### config.mk
export PLATFORM = sky130hd
export DESIGN_NAME = adder_word_seq
export DESIGN_NICKNAME = d
export VERILOG_FILES = /design/src/rtl/adder_word_seq.sv
export SDC_FILE = /design/constraint.sdc
export NUM_CORES = 1
export LEC_CHECK = 0
export ABC_CLOCK_PERIOD_IN_PS = 10350
export CORE_ASPECT_RATIO = 1.1
export CORE_MARGIN = 2
export CORE_UTILIZATION = 50
export CTS_BUF_LIST = sky130_fd_sc_hd__clkbuf_4
export DETAILED_ROUTE_END_ITERATION = 16
export PLACE_DENSITY = 0.84
export SLEW_MARGIN = 15
export SYNTH_ARGS = -nofsm -noshare
export SYNTH_HDL_FRONTEND = slang
export SYNTH_HIERARCHICAL = 1
export SYNTH_SLANG_ARGS = --single-unit
### constraint.sdc
create_clock -name clk -period 10.35 [get_ports clk]
set_input_delay 1.035 -clock clk [delete_from_list [all_inputs] [get_ports clk]]
set_output_delay 1.035 -clock clk [all_outputs]
set_load 0.03 [all_outputs]
### src/rtl/adder_word_seq.sv
// Multi-precision add/subtract sequencer: one 32-bit adder shared across
// N words, LSW first, with the carry chained through a register.

module adder_word (
    input  logic [31:0] a,
    input  logic [31:0] b,
    input  logic        carry_in,
    output logic [31:0] sum,
    output logic        carry_out
);

    assign {carry_out, sum} = {1'b0, a} + {1'b0, b} + {32'b0, carry_in};

endmodule

module adder_word_seq #(
    parameter int CNT_W = 8
) (
    input  logic             clk,
    input  logic             rst,
    input  logic             start,
    input  logic             sub,
    input  logic [CNT_W-1:0] n_words,
    output logic             busy,
    input  logic             in_valid,
    output logic             in_ready,
    input  logic [31:0]      a_word,
    input  logic [31:0]      b_word,
    output logic             out_valid,
    input  logic             out_ready,
    output logic [31:0]      sum_word,
    output logic             out_last,
    output logic             carry_out,
    output logic             overflow,
    output logic             done
);

    typedef enum logic [1:0] {
        IDLE,
        RUN,
        DRAIN
    } state_t;

    state_t           state, state_nx;
    logic             sub_q, sub_nx;
    logic [CNT_W-1:0] n_q, n_nx;
    logic [CNT_W-1:0] cnt, cnt_nx;
    logic             carry_q, carry_nx;
    logic [31:0]      sum_nx;
    logic             valid_nx, last_nx, cout_nx, ovf_nx, done_nx;

    logic [31:0] b_eff;
    logic [31:0] add_sum;
    logic        add_co;
    logic        add_ovf;
    logic        is_last;
    logic        in_fire;
    logic        out_fire;

    // Subtraction is A + ~B + 1; the +1 comes from seeding the carry with sub.
    assign b_eff = sub_q ? ~b_word : b_word;

    adder_word u_adder (
        .a         (a_word),
        .b         (b_eff),
        .carry_in  (carry_q),
        .sum       (add_sum),
        .carry_out (add_co)
    );

    assign add_ovf  = (a_word[31] == b_eff[31]) && (add_sum[31] != a_word[31]);
    assign is_last  = (cnt == n_q - CNT_W'(1));
    assign busy     = (state != IDLE);
    assign in_ready = (state == RUN) && (!out_valid || out_ready);
    assign in_fire  = in_valid && in_ready;
    assign out_fire = out_valid && out_ready;

    always_ff @(posedge clk or posedge rst) begin
        if (rst) begin
            state     <= IDLE;
            sub_q     <= 1'b0;
            n_q       <= '0;
            cnt       <= '0;
            carry_q   <= 1'b0;
            sum_word  <= '0;
            out_valid <= 1'b0;
            out_last  <= 1'b0;
            carry_out <= 1'b0;
            overflow  <= 1'b0;
            done      <= 1'b0;
        end else begin
            state     <= state_nx;
            sub_q     <= sub_nx;
            n_q       <= n_nx;
            cnt       <= cnt_nx;
            carry_q   <= carry_nx;
            sum_word  <= sum_nx;
            out_valid <= valid_nx;
            out_last  <= last_nx;
            carry_out <= cout_nx;
            overflow  <= ovf_nx;
            done      <= done_nx;
        end
    end

    always_comb begin
        state_nx = state;
        sub_nx   = sub_q;
        n_nx     = n_q;
        cnt_nx   = cnt;
        carry_nx = carry_q;
        sum_nx   = sum_word;
        valid_nx = out_valid;
        last_nx  = out_last;
        cout_nx  = carry_out;
        ovf_nx   = overflow;
        done_nx  = 1'b0;
        unique case (state)
            IDLE: begin
                if (start && (n_words != '0)) begin
                    sub_nx   = sub;
                    n_nx     = n_words;
                    carry_nx = sub;
                    cnt_nx   = '0;
                    state_nx = RUN;
                end
            end
            RUN: begin
                if (in_fire) begin
                    sum_nx   = add_sum;
                    valid_nx = 1'b1;
                    carry_nx = add_co;
                    cnt_nx   = cnt + CNT_W'(1);
                    last_nx  = is_last;
                    cout_nx  = is_last & add_co;
                    ovf_nx   = is_last & add_ovf;
                    if (is_last) begin
                        state_nx = DRAIN;
                    end
                end else if (out_fire) begin
                    valid_nx = 1'b0;
                end
            end
            DRAIN: begin
                if (out_fire) begin
                    done_nx  = 1'b1;
                    valid_nx = 1'b0;
                    last_nx  = 1'b0;
                    cout_nx  = 1'b0;
                    ovf_nx   = 1'b0;
                    state_nx = IDLE;
                end
            end
            default: state_nx = IDLE;
        endcase
    end

endmodule
==> impl_metrics.yaml <==
die:
  core_area_sq_um: 9440
  initial_core_util: 0.518
  die_w_um: 98.3
  die_area_sq_um: 10600
  pin_count: 117
  fp.dieH_um: 108
  std_cell_rows: 37
setup_path:
  timing.rr.start: "sub_q$_DFFE_PP0P_"
  endpoint_kind: "register"
  required_ps: 10650
  rr_worst_depth: 11
  start_kind: "register"
  reg2reg_to: "sum_word[28]$_DFFE_PP0P_"
  crit_start: "sub_q$_DFFE_PP0P_"
  cp.arrival_ps: 4310
  worst-path-max-fanout: 33
  rrSetupSlack_ps: 6340
  critPathCapture: "sum_word[28]$_DFFE_PP0P_"
  worstSetupPathType: "register to register"
global_routing:
  grt_pass1_wl_um: 20100
  grt-ovfl-total: 0
  grt_pass1_vias: 4456
  grt_max_degree: 58
  grt_usage: 0.233
  antenna_found_initial: 0
layout:
  final_nets: 746
  regArea_sq_um: 1430
  design_area_sq_um: 6260
  final_util: 0.663
  n_antenna_cell: 0
  multi_input_area_sq_um: 3320
  num-fill-cells: 757
  area_growth_pct: 27.9
  layout-drive-gt1-share: 0.143
clock_network:
  cts_buffer_depth: 2
  cts.clk_slew.worst_paths_ps: 110
  htree_levels: 3
  clkSinkCount: 57
  clk_latency_ps: 420
  root_buffer: "clkbuf_4"
  cts_hold_buf: 0
  tritoncts: "yes"
  cts_buffers: 9
  post_cts_resized: 0
  cts_setup_buffers: 0
sta:
  final.setup_skew_ps: 15.2
  min_period_ps: 4010
  post-route-period-util: 0.387
  hold_slack_ps: 521
  setup_viol: 0
  tns_ps: 0
  hold_viol: 0
  rsz0062_at_grt: "no"
  max_slew_margin: 0.342
  fmax_mhz: 249
  slew_viol_final: 0
  worst_pin_slew_ps: 986
drt:
  wl_per_cell_um: 15.7
  viasPerCell: 5.78
  route.detailed.drc: 0
  via_count: 4350
  firstDrtPassIters: 5
  drt-initial-drc-count: 190
  ant_nets: 0
  wirelength_um: 11800
power:
  seqPwrFrac: 0.213
  power.switching_uw: 994
  p_clk_frac: 0.083
  power.total_mw: 2.02
  p_int_mw: 1.03
  p_per_area_nw_per_um2: 323
  ir_drop_v: 0.000183
  swShare: 0.491
  combPwrFrac: 0.704
  leakage_nw: 2.65
placed_design:
  dpl.hpwl_um: 9250
  place_area_sq_um: 6120
  gp_routability_congestion: 0.869
  portBuffers: 116
synth:
  synth_area_sq_um: 4890
  synth_edf_count: 0
  synth-seq-cells: 57
  async_flop_share: 1.00
  synth.distinct_cells: 75
  yosys.area.top_type_share: 0.291
  syn-instance-count: 517
  synth_ff_type: "dfrtp_1"
  yosysTopAreaCell: "dfrtp_1"
  avgSynthCellArea_sq_um: 9.47
  synth_area_leaders: "dfrtp_1 29%, mux2_2 9.7%, ha_1 9.2%, xor2_1 8.8%, a21oi_1 3.9%"
  syn_nets: 633
  ys_seq_area_frac: 0.291
  yosys_warnings: 6
run_status:
  status: "complete, no violations"
worst_hold_path:
  whs_path_depth: 1
  hold_class: "register to register"
job:
  drv_cap: 0
[routing by layer]
layer	up-vias	wire length, um	track usage
li1	2105	-	-
met1	2090	4890	0.279
met2	133	6140	0.414
met3	22	587	0.0513
met4	0	214	0.0783
met5	-	0	0
[cells in the final DEF, fill, tap and decap left out, types with 5 or more instances in the layout]
master           Yosys  final
nand2b_1             8      8
a22o_1               6      6
o21ai_1             14     14
o31ai_1              6      6
o21ai_0             17     17
clkdlybuf4s50_1      0    116
a21oi_1             38     38
ha_1                36     36
xor2_1              49     49
a211oi_1             6      6
nand2_1             38     38
xnor2_1             17     17
nand4_1              8      8
nor2_1              26     26
nor3_1               8      8
mux2_2              42     42
nand3_1              9      8
inv_1               15     14
and3_1               7      7
or3_1                6      6
o21bai_1             5      5
a21o_1              13     13
dfrtp_1             57     56
clkbuf_4             0      9
[registers in the layout (all words and copies together), names as in the netlist]
signal,flops
state,2
done,1
out_valid,1
cnt,8
carry_q,1
sub_q,1
n_q,8
sum_word,32
out_last,1
overflow,1
carry_out,1
[critical path, stage by stage, from the launching register on]
cell	delay, ps
dfrtp_2	970
xor2_1	200
fa_1	500
fa_1	420
a21oi_1	210
o32ai_1	150
o211ai_2	300
a21o_1	230
o21ai_2	100
a2111oi_0	390
a311oi_1	100
mux2_2	280
[worst min path at each step]
stage	slack, ps	to	start
3_3_place_gp	490	sum_word[0]$_DFFE_PP0P_	sum_word[0]$_DFFE_PP0P_
5_1_grt	540	overflow$_DFFE_PP0P_	overflow$_DFFE_PP0P_
4_1_cts	520	cnt[7]$_DFFE_PP0P_	cnt[7]$_DFFE_PP0P_
2_1_floorplan	470	cnt[7]$_DFFE_PP0P_	cnt[7]$_DFFE_PP0P_
6_report	520	sum_word[0]$_DFFE_PP0P_	sum_word[0]$_DFFE_PP0P_
3_5_place_dp	500	overflow$_DFFE_PP0P_	overflow$_DFFE_PP0P_
[Yosys cell counts (all sizes together) (11+ instances only)]
library cell and count:
dfrtp 57, xor2 49, mux2 42, nand2 39, a21oi 38, ha 36
o21ai 33, nor2 27, xnor2 17, inv 16, a21o 14, buf 11
nor3 11
[layout make-up]
class	count	share of cell area
multi-input cells	429	0.530
clock buffers	9	0.0108
repair buffers	117	0.187
inverters	16	0.00960
flip-flops and latches	57	0.228
well taps	117	0.0234
clock inverters	7	0.0114
[kinds of logic (layout without fill, tap and decap cells)]
kind of cell	after synthesis	count (layout)	share of synthesized area
flops	57	57	0.291
compound gates	138	138	0.196
simple gates	143	143	0.162
fa+ha+maj	38	38	0.100
mux	44	44	0.101
buf+inv	31	149	0.0317
xor+xnor	66	66	0.118
[stage by stage]
stage	worst slack, ps	cells
2_1_floorplan	6650	517
3_5_place_dp	5930	736
4_1_cts	6320	752
5_1_grt	5910	752
3_3_place_gp	6000	736
6_report	6340	752
[power by group through the flow]
| stage | logic (mW) | registers (mW) | clock network (mW) |
|---|---|---|---|
| finish | 1.42 | 0.432 | 0.167 |
| global route | 1.57 | 0.449 | 0.183 |
| CTS | 1.42 | 0.434 | 0.172 |
| detailed placement | 1.41 | 0.438 | 0 |
| global placement | 1.37 | 0.435 | 0 |
| floorplan | 0.967 | 0.516 | 0 |
(Power assumes the default switching activity.)
